`config.mk`:
```
export PLATFORM = sky130hd
export DESIGN_NAME = store_narrow_16
export DESIGN_NICKNAME = d
export VERILOG_FILES = /design/src/rtl/store_narrow_16.sv
export SDC_FILE = /design/constraint.sdc
export NUM_CORES = 1
export LEC_CHECK = 0
export BUFFER_PORTS_ARGS = -buffer_cell sky130_fd_sc_hd__buf_2
export CAP_MARGIN = 20
export CORE_ASPECT_RATIO = 0.6
export CORE_MARGIN = 1
export CORE_UTILIZATION = 35
export CTS_BUF_LIST = sky130_fd_sc_hd__clkbuf_8
export DETAILED_ROUTE_END_ITERATION = 8
export PLACE_DENSITY = 0.58
export SLEW_MARGIN = 25
export SYNTH_ARGS = -nofsm -noshare
export SYNTH_HDL_FRONTEND = slang
export SYNTH_SLANG_ARGS = --single-unit
```
`constraint.sdc`:
```
create_clock -name clk -period 2.9 [get_ports clk]
set_input_delay 0.58 -clock clk [delete_from_list [all_inputs] [get_ports clk]]
set_output_delay 0.58 -clock clk [all_outputs]
set_load 0.01 [all_outputs]
```
`src/rtl/store_narrow_16.sv`:
```
// Store narrower: splits a 32-bit byte/half/word store into beats on a 16-bit memory port.
// Optional STORE_ALIGN_CHECK_EN: reject misaligned half/word stores (no beats) and flag them on misalign.
module store_narrow_16 #(
  parameter int ADDR_W = 32,
  parameter int MEM_W  = 16
) (
  input  logic              clk,
  input  logic              rst_n,
  input  logic              req_valid,
  output logic              req_ready,
  input  logic [ADDR_W-1:0] req_addr,
  input  logic [31:0]       req_data,
  input  logic [1:0]        req_size,
  output logic              mem_valid,
  input  logic              mem_ready,
  output logic [ADDR_W-1:0] mem_addr,
  output logic [MEM_W-1:0]  mem_wdata,
  output logic [1:0]        mem_be,
  output logic              busy,
  output logic              done
`ifdef STORE_ALIGN_CHECK_EN
  ,
  output logic              misalign
`endif
);

  typedef enum logic [1:0] {
    S_IDLE  = 2'd0,
    S_BEAT0 = 2'd1,
    S_BEAT1 = 2'd2,
    S_DONE  = 2'd3
  } state_t;

  typedef enum logic [1:0] {
    SZ_BYTE = 2'b00,
    SZ_HALF = 2'b01,
    SZ_WORD = 2'b10,
    SZ_RSVD = 2'b11
  } size_t;

  state_t            state;
  logic              is_word_q;
  logic [ADDR_W-1:0] beat1_addr_q;
  logic [15:0]       hi_data_q;

  logic [ADDR_W-1:0] first_addr;
  logic [15:0]       first_wdata;
  logic [1:0]        first_be;
  logic              no_beat;
  logic              req_misalign;

  // First-beat decode straight from the request inputs, so BEAT0 presents it the cycle after accept.
  always_comb begin
    // NOTE: every output of this block gets a default first so no path leaves it unassigned (no latch).
    first_addr   = {req_addr[ADDR_W-1:1], 1'b0};
    first_wdata  = req_data[15:0];
    first_be     = 2'b11;
    no_beat      = 1'b0;
    req_misalign = 1'b0;
    case (size_t'(req_size))
      SZ_BYTE: begin
        first_wdata = {req_data[7:0], req_data[7:0]};
        first_be    = req_addr[0] ? 2'b10 : 2'b01;
      end
      SZ_HALF: begin
`ifdef STORE_ALIGN_CHECK_EN
        req_misalign = req_addr[0];
`endif
      end
      SZ_WORD: begin
        first_addr = {req_addr[ADDR_W-1:2], 2'b00};
`ifdef STORE_ALIGN_CHECK_EN
        req_misalign = (req_addr[1:0] != 2'b00);
`endif
      end
      default: no_beat = 1'b1;
    endcase
    if (req_misalign) no_beat = 1'b1;
  end

  always_ff @(posedge clk or negedge rst_n) begin
    if (!rst_n) begin
      // NOTE: the request holding registers are reset too; they are few flops and this keeps
      // every output and internal value defined straight out of reset.
      state        <= S_IDLE;
      req_ready    <= 1'b1;
      mem_valid    <= 1'b0;
      mem_addr     <= '0;
      mem_wdata    <= '0;
      mem_be       <= 2'b00;
      busy         <= 1'b0;
      done         <= 1'b0;
      is_word_q    <= 1'b0;
      beat1_addr_q <= '0;
      hi_data_q    <= '0;
`ifdef STORE_ALIGN_CHECK_EN
      misalign     <= 1'b0;
`endif
    end else begin
      // NOTE: non-blocking assignments throughout, so every register sees pre-edge values.
      case (state)
        S_IDLE: begin
          if (req_valid) begin
            is_word_q    <= (size_t'(req_size) == SZ_WORD);
            beat1_addr_q <= {req_addr[ADDR_W-1:2], 2'b10};
            hi_data_q    <= req_data[31:16];
            req_ready    <= 1'b0;
            busy         <= 1'b1;
            if (no_beat) begin
              state <= S_DONE;
              done  <= 1'b1;
`ifdef STORE_ALIGN_CHECK_EN
              misalign <= req_misalign;
`endif
            end else begin
              state     <= S_BEAT0;
              mem_valid <= 1'b1;
              mem_addr  <= first_addr;
              mem_wdata <= first_wdata;
              mem_be    <= first_be;
            end
          end
        end
        S_BEAT0: begin
          if (mem_ready) begin
            if (is_word_q) begin
              state     <= S_BEAT1;
              mem_addr  <= beat1_addr_q;
              mem_wdata <= hi_data_q;
              mem_be    <= 2'b11;
            end else begin
              state     <= S_DONE;
              mem_valid <= 1'b0;
              mem_addr  <= '0;
              mem_wdata <= '0;
              mem_be    <= 2'b00;
              done      <= 1'b1;
            end
          end
        end
        S_BEAT1: begin
          if (mem_ready) begin
            state     <= S_DONE;
            mem_valid <= 1'b0;
            mem_addr  <= '0;
            mem_wdata <= '0;
            mem_be    <= 2'b00;
            done      <= 1'b1;
          end
        end
        S_DONE: begin
          state     <= S_IDLE;
          done      <= 1'b0;
          busy      <= 1'b0;
          req_ready <= 1'b1;
`ifdef STORE_ALIGN_CHECK_EN
          misalign  <= 1'b0;
`endif
        end
        default: state <= S_IDLE;
      endcase
    end
  end

endmodule

```
; ---- Word-level counts from Yosys, hierarchy flattened
; Index checks and enable logic that the tools add are counted.
[word_totals]
regBits = 104
latch_bits = 0
ramBits = 0
rom_bits = 0
n_memories = 0
[op_classes]
add_sub_neg = 0
n_mul = 0
n_div = 0
n_lt_le_gt_ge = 0
eq_ne = 11
shifts = 0
muxes = 44
bitwise_logic = 0
n_reduce_logical = 11
[op_table]
columns = cell, count
row1 = 32-bit two-way mux, 5
row2 = 16-bit two-way mux, 6
row3 = 32-bit one-hot mux with 3 select lines, 1
row4 = 16-bit one-hot mux with 3 select lines, 1
row5 = 2-bit two-way mux, 12
row6 = 1-bit two-way mux, 13
row7 = "2-bit inequality test, second input constant", 6
row8 = 5-bit AND reduction, 2
row9 = 2-bit one-hot mux with 4 select lines, 1
row10 = "2-bit equality test, second input constant", 3
row11 = 2-bit one-hot mux with 3 select lines, 1
row12 = 6-bit AND reduction, 1
row13 = "2-bit by 1-bit equality test with 1-bit output, second input constant", 2
row14 = 2-bit logical NOT, 2
row15 = 1-bit one-hot mux with 2 select lines, 2
row16 = 1-bit one-hot mux with 4 select lines, 1
row17 = 2-bit AND reduction, 2
row18 = 1-bit one-hot mux with 3 select lines, 1
row19 = 3-bit AND reduction, 1
row20 = 3-bit nonzero test, 1
row21 = 3-bit OR reduction, 1
row22 = 2-bit nonzero test, 1

; ---- Longest topological paths before layout
; Gate-level depths: netlist of run 1.
[logic_depth]
depth_word = 5
ltp_mapped = 7
depth_no_buf = 5

; ---- Worst setup path after synthesis of run 1
; No wires, ideal clock.
[synth_path]
path_type = register to register
startpoint = register state[0]
endpoint = register mem_addr[21]
setup_time_ps = 125
arrival_ps = 1646
required_ps = 2775
slack_ps = 1129
path_stages_with_launch = 8
n_path_buf = 2
path_cell_list = dfrtp_1 -> inv_1 -> ha_1 -> and3_1 -> buf_2 -> buf_2 -> a22o_1 -> mux2_4
[synth_between]
elab_chain_len = 3
elab_cells_between_ends = 10
[synth_lines]
columns = item, line
row1 = "start, declared", 41  ; state_t state;
row2 = "start signal, assigned", 85  ; state <= S_IDLE;
row3 = "start signal, assigned", 110  ; state <= S_DONE;
row4 = "start signal, assigned", 116  ; state <= S_BEAT0;
row5 = 2-bit by 1-bit equality test with 1-bit output (tied with other cells), 101  ; case (state)
row6 = 2-bit inequality test (no line) / 3-bit nonzero test (equally long branches), --
row7 = 5-bit AND reduction (no line), --
row8 = "end signal, assigned", 118  ; mem_addr <= first_addr;
row9 = "end signal, assigned", 128  ; mem_addr <= beat1_addr_q;
row10 = "end, declared", 16  ; output logic [ADDR_W-1:0] mem_addr,
; Several ways; a longest one is shown, not always the timed one.
; A chain may end at the register's enable or synchronous reset.

; ---- Worst setup path after layout of run 1
[layout_path]
startpoint = register state[1]
endpoint = register mem_addr[8]
; The elaborated chain is that of the path after synthesis.

==> summary.md, run 1 <==
| Metric | Value |
|---|---|
| Max Slew Vio Count | `0` |
| Setup-failing EPs final | `0` |
| Setup bufs post-CTS | `0` |
| ANT nets after route | `0` |
| Syn_area_per_cell | `13.80 sq um` |
| Prevailing post-synth register cell | `dfrtp_1` |
| VDD IR-drop max | `0.4828 mV` |
| Worst-margin pin slew | `0.8897 ns` |
| Post-synth top area share | `0.5441` |
| RSZ-0062 raised after global routing | `no` |
| Chip Height | `91.68 microns` |
| WS Path Type | `reg2reg` |
| PwrDens | `1172 nW/um^2` |
| Core area | `12,970 sq um` |
| FP Rows | `32` |
| Post-Route WL | `11,120 microns` |
| P_int | `about 4400 uW` |
| Vias | `3,228` |
| EDFF count, synth | `0` |
| Total I/O pin count | `124` |
| CP required | `about 3.2 ns` |
| Yosys top cell by area | `dfrtp_1` |
| Worst Path Arrival | `about 2.5 ns` |
| Starting DRT DRC Count | `~130` |
| Syn-to-layout area delta | `21.95%` |
| Clock latency on the worst-skew pair | `roughly 0.37 ns` |
| P_sw | `roughly 2300 uW` |
| Largest net degree at the start of global routing | `76` |
| First-pass GRT wire length | `17,480 microns` |
| Synth cell count leaders | `102 x dfrtp_1, 87 x mux2_2, 38 x a22o_1` |
| Htree depth | `3` |
| Clk slew on worst S/H paths | `0.09 ns` |
| Most frequent cell after synthesis | `dfrtp_1` |
| CTS tree | `yes` |
| YS warnings | `0` |
| Setup Skew | `0.01025 ns` |
| Slew margin rel. | `0.4069` |
| Share of layout cells above drive strength 1 | `0.5371` |
| Final hold viol count | `0` |
| Starting Density | `0.3616` |
| Chip width | `151.5 microns` |
| Layout Nets | `528` |
| Async SR Flop Fraction | `1.000` |
| Sinks on Clock Net | `around 100` |
| Cell variety after synth | `35` |
| Port bufs | `approximately 120` |
| Vias per cell | `5.132` |
| Status | `complete, no violations` |
| Max-cap violations | `0` |
| CTS Buffer Depth | `2` |
| Power after layout | `6705 uW` |
| Num CTS Buffers | `9` |
| Maximum clock rate | `~0.46 GHz` |
| Antenna violations before repair | `2` |
| Syn_nets | `415` |
| CP Max Fanout | `39` |
| CTS root buffer | `clkbuf_8` |
| Fillers | `1,214` |
| WL/cell | `17.68 microns` |
| # hold bufs at CTS | `0` |
| Pleak | `0.002773 uW` |
| Ranking of synthesized cells by area | `dfrtp_1 54%, mux2_2 21%, a22o_1 7.1%` |
| Dpl hpwl | `7572 microns` |
| CP Launch Point | `state[1]$_DFFE_PN0P_` |
| Sequential Power Share | `0.371` |
| Fin Setup TNS | `0 ns` |
| First drt pass iteration count | `4` |
| Period minus WS final | `2.165 ns` |
| Congestion Overflow GR | `0` |
| Die ar. | `13,880 sq um` |
| Drt drc | `0` |
| Global-route usage over all layers | `0.1663` |
| Sequential-to-total area share from yosys stat | `0.5497` |
| CP Capture Type | `flip-flop` |
| Post-Syn Instances | `340` |
| GP Congestion | `0.7845` |
| Critical Path Source Type | `flip-flop` |
| Netlist Area Pre-Place | `roughly 4700 sq um` |
| Resize count post-CTS | `0` |
| Register bit total from synthesis | `approximately 100` |
| Sw frac | `0.3452` |
| Period Utilization, post-route | `0.7466` |
| Clk pwr share | `0.162` |
| Comb pwr share | `0.467` |
| Hold Crit Class | `in2async` |
| Vias in the first global route | `approximately 3,200` |
| R2R Path Start | `state[1]$_DFFE_PN0P_` |
-- sequential cells by signal, summed over array words and instances, names as in the netlist --
signal / cells
beat1_addr_q: 31
mem_addr: 31
mem_be: 2
is_word_q: 1
mem_wdata: 16
req_ready: 1
done: 1
mem_valid: 1
state: 2
busy: 1
hi_data_q: 16
-- power by group through the flow --
stage          Clock [uW]  Sequential (uW)  Combinational, uW
2_1_floorplan           0             2550               2240
3_3_place_gp            0             2500               3080
3_5_place_dp            0             2520               3160
4_1_cts              1130             2500               3170
5_1_grt              1170             2580               3430
6_report             1080             2490               3130
-- layer usage --
layer	wire [microns]	vias to the layer above	global-route usage
li1	-	1498	-
met1	5521	1616	0.2442
met4	87	2	0.03500
met3	756	10	0.05124
met2	4740	102	0.2386
met5	13	-	0
-- cell families after synthesis --
family	share of synthesized area
compound gates	0.1038
fa+ha+maj	0.01334
buf+inv	0.03948
flops	0.5497
mux	0.2451
other cells	0.0007994
simple gates	0.04775
-- final timing paths --
path | to | slack (ns) | cells after the start
min | hi_data_q[11]$_DFFE_PN0P_ | 0.13 | 1
min reg2reg | beat1_addr_q[1]$_DFFE_PN0P_ | 0.48 | 1
max | mem_addr[8]$_DFFE_PN0P_ | 0.73 | 6
max reg2reg | mem_addr[8]$_DFFE_PN0P_ | 0.73 | 6
min in group clk | hi_data_q[4]$_DFFE_PN0P_ | 0.44 | 2
max in group asynchronous | mem_addr[31]$_DFFE_PN0P_ | 2.04 | 2
-- worst max-delay path: stages (launching register included) --
cell and delay (ns):
dfrtp_1 0.41, inv_1 0.11, ha_1 0.20, buf_4 0.20
and3_2 0.80, a22o_1 0.24, mux2_2 0.14
-- final cells by class --
class | count | area, sq um | area share
Clock inverter | 6 | 110.1 | 0.01925
Tap cell | 170 | 212.7 | 0.03718
Clock buffer | 10 | 137.6 | 0.02406
Timing Repair Buffer | 128 | 695.7 | 0.1216
Antenna cell | 1 | 2.502 | 0.0004374
Multi-Input combinational cell | 197 | 1931 | 0.3375
Sequential cell | 103 | 2579 | 0.4508
Inverter | 14 | 52.55 | 0.009186
-- placed cells by master, fill, tap and decap left out, types with 2 or more instances in the layout --
cell type	n
nand2b_1	3
nand4_1	10
ha_1	5
nand2_1	4
o311ai_0	7
a22o_1	38
buf_2	121
mux2_2	87
a21oi_1	3
buf_12	3
clkbuf_8	10
bufinv_16	3
dfrtp_1	102
o21ai_0	2
mux2_4	10
inv_1	15
nor2_1	3
or4b_1	8
buf_4	4
mux2i_1	2
-- through the flow --
step	cells	area [sq um]	utilization	setup slack [ns]	hold slack [ns]
2_1_floorplan	340	4691	-	1.129	0.2844
3_3_place_gp	612	5470	0.4217	0.7570	0.4508
3_5_place_dp	612	5470	0.4217	0.7178	0.4571
4_1_cts	628	5718	0.4408	0.7207	0.1184
5_1_grt	629	5720	0.4410	0.5617	0.1350
6_report	629	5720	0.4410	0.7349	0.1308
Power figures use the tool's default switching activity.
==> inputs of run 2 (changes only) <==
PLACE_DENSITY = 0.6   (was 0.58)
clock period = 1.9 ns   (was 2.9 ns; I/O delays follow)
==> run 2 against run 1 <==
  * Critical path depth increased by 1
  * Via count increased by 3.2%
  * Clock power increased by 24%
  * Combinational power increased by 80%
  * First-iteration DRC count decreased by 7.8%
  * Sequential share of layout area decreased by 1.8 points
  * Cell count increased by 3.0%
  * Sequential cell count unchanged
  * Largest cell class unchanged
==> summary.md, run 2 (synthesis results as in run 1) <==
| Metric | Value |
|---|---|
| Status | `complete, no violations` |
| Crit path cell chain | `inv_2 > ha_4 > buf_12 > and3_2 > buf_12 > a22o_1 > mux2_2` |
| Total I/O pin count | `124 (unchanged)` |
| Global-route usage over all layers | `0.1757 (+0.009443)` |
| Clk pwr share | `0.125 (-0.037)` |
| Largest stage delay, worst path | `0.40 ns (-0.40 ns)` |
| CP Max Fanout | `30 (-23%)` |
| Period minus WS final | `1.837 ns (-0.3283 ns)` |
| Antenna violations before repair | `2 (unchanged)` |
| Post-Route WL | `11,800 microns (+6.1%)` |
| VDD IR-drop max | `0.6888 mV (+43%)` |
| Share of layout cells above drive strength 1 | `0.5702 (+0.03311)` |
| Vias in the first global route | `3,389 (+5.8%)` |
| Worst Path Arrival | `2.09 ns (-0.38 ns)` |
| Fillers | `1,198 (-1.3%)` |
| Finished Layout Cells | `648 (+3.0%)` |
| Vias per cell | `5.140 (+0.17%)` |
| Fin util | `0.4596 (+0.01862)` |
| Worst-margin pin slew | `0.5216 ns (-0.3681 ns)` |
| Dpl hpwl | `8095 microns (+6.9%)` |
| Max Slew Vio Count | `0 (unchanged)` |
| Slew margin rel. | `0.6510 (+0.2441)` |
| Crit path buffers/inverters | `3 (+1)` |
| Chip width | `151.5 microns (unchanged)` |
| Comb pwr share | `0.525 (+0.058)` |
| Syn-to-layout area delta | `27.10%` |
| Clk slew on worst S/H paths | `0.09 ns (about the same)` |
| Hold Crit Class | `in2reg` |
| Htree depth | `3 (unchanged)` |
| Critical Path Source Type | `flip-flop` |
| P_sw | `3777 uW (+63%)` |
| CTS root buffer | `clkbuf_8` |
| Core area | `12,970 sq um (unchanged)` |
| Max-cap violations | `0 (unchanged)` |
| Most frequent cells in the layout | `121 x buf_2, 102 x dfrtp_1, 86 x mux2_2, 38 x a22o_1, 14 x buf_4` |
| CTS Buffer Depth | `2 (unchanged)` |
| Layout Nets | `548 (+3.8%)` |
| Sequential Power Share | `0.350 (-0.021)` |
| CTS tree | `yes` |
| P_int | `6947 uW (+58%)` |
| Sw frac | `0.3522 (+0.007047)` |
| First-pass GRT wire length | `18,530 microns (+6.0%)` |
| ANT nets after route | `0 (unchanged)` |
| Register area | `2579 sq um (unchanged)` |
| Maximum clock rate | `0.5444 GHz (+18%)` |
| Setup Skew | `0.009188 ns (-0.001061 ns)` |
| Drt drc | `0 (unchanged)` |
| Die ar. | `13,880 sq um (unchanged)` |
| Port bufs | `122 (unchanged)` |
| Delay-heaviest family, CP | `buffers and inverters` |
| Commonest non-fill, non-tap cell in the layout | `buf_2` |
| WL/cell | `18.21 microns (+3.0%)` |
| Starting Density | `0.3616 (unchanged)` |
| Setup-failing EPs final | `0 (unchanged)` |
| Sinks on Clock Net | `103 (unchanged)` |
| Pleak | `0.002882 uW (+3.9%)` |
| Chip Height | `91.68 microns (unchanged)` |
| Period Utilization, post-route | `0.9668 (+0.2202)` |
| Footprint of the multi-input gates | `1984 sq um (+2.8%)` |
| Final hold viol count | `0 (unchanged)` |
| Crit-path most repeated cell | `buf_12` |
| Clock latency on the worst-skew pair | `0.36 ns (about the same)` |
| FP Rows | `32 (unchanged)` |
| Leading registers by flop count | `beat1_addr_q: 31 flops, mem_addr: 31 flops` |
| Starting DRT DRC Count | `118 (-7.8%)` |
| CP Capture Type | `flip-flop` |
| Largest net degree at the start of global routing | `61 (-20%)` |
| Vias | `3,331 (+3.2%)` |
| First drt pass iteration count | `4 (unchanged)` |
| Crit-path slowest cell | `dfrtp_1` |
| GP Congestion | `0.8395 (+7.0%)` |
| Congestion Overflow GR | `0 (unchanged)` |
| PwrDens | `1799 nW/um^2 (+53%)` |
| CP required | `2.15 ns (-1.06 ns)` |
| WS Path Type | `reg2reg` |
| Dpl cells | `628 (+2.6%)` |
| Num CTS Buffers | `9 (unchanged)` |
==> run 2: power groups by stage <==
stage          Clock (uW)  Sequential (uW)  Combinational (uW)
6_report             1340             3750                5630
5_1_grt              1500             3870                6150
4_1_cts              1400             3750                5340
3_5_place_dp            0             3780                5340
3_3_place_gp            0             3730                5180
2_1_floorplan           0             3890                3420
==> run 2: worst paths after layout <==
check	startpoint	slack (ns)	end	depth (start not counted)
max	state[1]$_DFFE_PN0P_	0.06	mem_wdata[3]$_DFFE_PN0P_	7
min	req_data[23]	0.24	hi_data_q[7]$_DFFE_PN0P_	2
max reg2reg	state[1]$_DFFE_PN0P_	0.06	mem_wdata[3]$_DFFE_PN0P_	7
min reg2reg	beat1_addr_q[1]$_DFFE_PN0P_	0.48	beat1_addr_q[1]$_DFFE_PN0P_	1
max in group asynchronous	rst_n	0.82	mem_addr[12]$_DFFE_PN0P_	3
min in group asynchronous	rst_n	0.45	mem_wdata[12]$_DFFE_PN0P_	2
==> run 2: final cells by class <==
type                    instances  area share
repair buffers                148      0.1582
inverters                      14    0.008814
clock inverters                 6     0.01070
clock buffers                   9     0.02078
flip-flops and latches        103      0.4325
diodes                          1   0.0004197
well taps                     170     0.03568
multi-input cells             197      0.3328
==> run 2: through the flow <==
step           instance area, sq um  setup slack, ns  power (uW)  hold WS, ns  setup TNS [ns]
2_1_floorplan                  4691           0.1288        7307      0.08441               0
3_3_place_gp                   5653          0.04649        8908       0.2994               0
3_5_place_dp                   5653        -0.006045        9121       0.2990        -0.01160
4_1_cts                        5851         0.001741       10480       0.2227               0
5_1_grt                        5959        -0.002164       11510       0.2210       -0.005378
6_report                       5962          0.06313       10720       0.2423               0
==> run 2: metal layers <==
layer | vias up | global-route usage | part of all wire
met1 | 1685 | 0.2526 | 0.50
met3 | 12 | 0.06169 | 0.069
li1 | 1535 | - | -
met2 | 97 | 0.2542 | 0.43
met5 | - | 0 | 0.0011
met4 | 2 | 0.03333 | 0.0066
==> run 2: timing repair <==
action                                  4_1_cts  5_1_grt
endpoints found under the setup margin        5       43
hold buffers                                  1        0
resized for setup                             1       14
buffers inserted                              0        1
pin swaps                                     0        2
endpoints found under the hold margin        19        0
cloned                                        0        2
==> inputs of run 3 (changes only) <==
PLACE_DENSITY = 0.58   (was 0.6)
clock period = 2.2 ns   (was 1.9 ns; I/O delays follow)
==> run 3 against run 2 <==
  * Sequential share of layout area up 1.6 points
  * Largest power group unchanged
  * Register-to-register slack better by 0.18 ns
  * Via count is 2.3% lower
  * Count of clock-buffer cells in the layout up 1
  * Cell count decreased by 1.7%
  * Sequential cell count did not move
  * Core utilization shrank 1.6 points
  * Clock skew about the same
  * Wire length is 4.4% lower
  * Global-route usage down 0.16 points
  * Hold slack worse by 0.20 ns
==> summary.md, run 3 (synthesis results as in run 1) <==
| Metric | Value |
|---|---|
| Finished Layout Cells | `637 (-1.7%)` |
| Leading registers by flop count | `beat1_addr_q: 31 flops, mem_addr: 31 flops` |
| Met2 Resource Use GR | `0.2523 (-0.001903)` |
| Fin Setup TNS | `0 ns (unchanged)` |
| ANT nets after route | `0 (unchanged)` |
| Sinks on Clock Net | `103 (unchanged)` |
| CTS tree | `yes` |
| Resize count post-CTS | `0 (-1)` |
| Design Area, Final | `5753 sq um (-3.5%)` |
| Power after layout | `8848 uW (-17%)` |
| Global route hottest layer | `met1` |
| Setup Skew | `0.008852 ns (-0.0003361 ns)` |
| Pleak | `0.002803 uW (-2.7%)` |
| Num CTS Buffers | `9 (unchanged)` |
| Final hold viol count | `0 (unchanged)` |
| Status | `complete, no violations` |
| Post-Route WL | `11,280 microns (-4.4%)` |
| Total I/O pin count | `124 (unchanged)` |
| Chip Height | `91.68 microns (unchanged)` |
| Syn-to-layout area delta | `22.65%` |
| Antenna violations before repair | `2 (unchanged)` |
| Slew margin rel. | `0.6388 (-0.01217)` |
| Vias | `3,254 (-2.3%)` |
| Maximum clock rate | `0.5106 GHz (-6.2%)` |
| Worst-margin pin slew | `0.5398 ns (+0.01819 ns)` |
| CP Capture Type | `flip-flop` |
| Starting DRT DRC Count | `104 (-12%)` |
| Most frequent cells in the layout | `121 x buf_2, 102 x dfrtp_1, 87 x mux2_2, 38 x a22o_1, 16 x inv_1` |
| Dpl cells | `621 (-1.1%)` |
| Port bufs | `122 (unchanged)` |
| Vias per cell | `5.108 (-0.62%)` |
| Htree depth | `3 (unchanged)` |
| Setup-failing EPs final | `0 (unchanged)` |
| Max Slew Vio Count | `0 (unchanged)` |
| Fillers | `1,210 (+1.0%)` |
| Global-route usage over all layers | `0.1741 (-0.001647)` |
| CTS Buffer Depth | `2 (unchanged)` |
| Vias in the first global route | `3,366 (-0.68%)` |
| Max-cap violations | `0 (unchanged)` |
| Drt drc | `0 (unchanged)` |
| First drt pass iteration count | `4 (unchanged)` |
| Chip width | `151.5 microns (unchanged)` |
| Layout Nets | `537 (-2.0%)` |
| Largest net degree at the start of global routing | `40 (-34%)` |
| FP Rows | `32 (unchanged)` |
| Core area | `12,970 sq um (unchanged)` |
| Clk slew on worst S/H paths | `0.10 ns (about the same)` |
| Clock latency on the worst-skew pair | `0.36 ns (about the same)` |
| VDD IR-drop max | `0.5561 mV (-19%)` |
| GP Congestion | `0.8211 (-2.2%)` |
| Dpl hpwl | `7948 microns (-1.8%)` |
| WS Path Type | `reg2reg` |
| Post-placement cell area | `5538 sq um (-2.0%)` |
| R2r endpoint | `mem_wdata[9]$_DFFE_PN0P_` |
| Period minus WS final | `1.959 ns (+0.1218 ns)` |
| Hold Crit Class | `in2async` |
| CP required | `2.50 ns (+0.35 ns)` |
| RSZ-0062 raised after global routing | `no` |
| Hold WS | `0.04220 ns (-0.2001 ns)` |
| Commonest non-fill, non-tap cell in the layout | `buf_2` |
| Worst reg-to-reg setup slack | `0.24 ns (+0.18 ns)` |
| CP Max Fanout | `22 (-27%)` |
| WL/cell | `17.70 microns (-2.8%)` |
| Grt met1 use | `0.2525 (about the same)` |
| First-pass GRT wire length | `18,320 microns (-1.1%)` |
| CTS root buffer | `clkbuf_8` |
| Reg2reg path depth | `6 (-1)` |
| Die ar. | `13,880 sq um (unchanged)` |
| Period Utilization, post-route | `0.8903 (-0.07649)` |
| Worst Path Arrival | `2.26 ns (+0.17 ns)` |
| CP Launch Point | `state[0]$_DFFE_PN0P_` |
| PwrDens | `1538 nW/um^2 (-14%)` |
| GR Util met3 | `0.05721 (-0.004478)` |
| Worst Setup EP | `mem_wdata[9]$_DFFE_PN0P_` |
| Critical Path Source Type | `flip-flop` |
| Congestion Overflow GR | `0 (unchanged)` |
| Setup bufs post-CTS | `0 (unchanged)` |
| R2R Path Start | `state[0]$_DFFE_PN0P_` |
| # hold bufs at CTS | `0 (-1)` |
| Starting Density | `0.3616 (unchanged)` |
| Share of layout cells above drive strength 1 | `0.5429 (-0.02731)` |
## run 3: cell count changes in the layout (fill, tap and decap cells not counted), moves of 3 or more
cell	before	now
buf_12	8	3
ha_2	3	0
ha_1	1	5
inv_1	13	16
## run 3: worst max-delay path, cell delays in order (launching register included)
cell	delay, ns
dfrtp_1	0.39
inv_1	0.10
ha_1	0.34
buf_4	0.21
or4b_1	0.53
o311ai_1	0.12
mux2_2	0.21
## run 3: layer usage
layer  vias to the layer above  part of all wire
met5                         -            0.0012
met4                         2            0.0047
met3                         8             0.077
met2                       101              0.42
met1                      1634              0.49
li1                       1509                 -
## run 3: power by group
group          switching (uW)  internal (uW)  leakage (uW)
Sequential                436           2790       0.00126
Combinational            2010           2330       0.00143
Clock                     629            659      0.000111
Total                    3070           5780       0.00280
## run 3: worst min path at each step
stage | from | to | slack (ns) | cells after the start
CTS | rst_n | hi_data_q[10]$_DFFE_PN0P_ | 0.04 | 1
finish | rst_n | hi_data_q[10]$_DFFE_PN0P_ | 0.04 | 1
global route | rst_n | hi_data_q[10]$_DFFE_PN0P_ | 0.06 | 1
detailed placement | rst_n | hi_data_q[10]$_DFFE_PN0P_ | 0.45 | 1
floorplan | rst_n | beat1_addr_q[10]$_DFFE_PN0P_ | 0.14 | 0
global placement | rst_n | hi_data_q[10]$_DFFE_PN0P_ | 0.44 | 1
## run 3: cell type report
| class | instances | area, sq um | area share |
|---|---|---|---|
| Multi-Input combinational cell | 197 | 1931 | 0.3356 |
| Clock inverter | 5 | 75.07 | 0.01305 |
| Inverter | 14 | 52.55 | 0.009134 |
| Antenna cell | 1 | 2.502 | 0.0004350 |
| Timing Repair Buffer | 137 | 763.2 | 0.1327 |
| Clock buffer | 10 | 137.6 | 0.02392 |
| Tap cell | 170 | 212.7 | 0.03697 |
| Sequential cell | 103 | 2579 | 0.4482 |
## run 3: stage by stage
stage / util / setup WS [ns]
after detailed placement: 0.4269 / 0.2671
after global placement: 0.4269 / 0.3581
final: 0.4435 / 0.2414
after global routing: 0.4435 / 0.1596
after floorplan: - / 0.4288
after CTS: 0.4433 / 0.2443
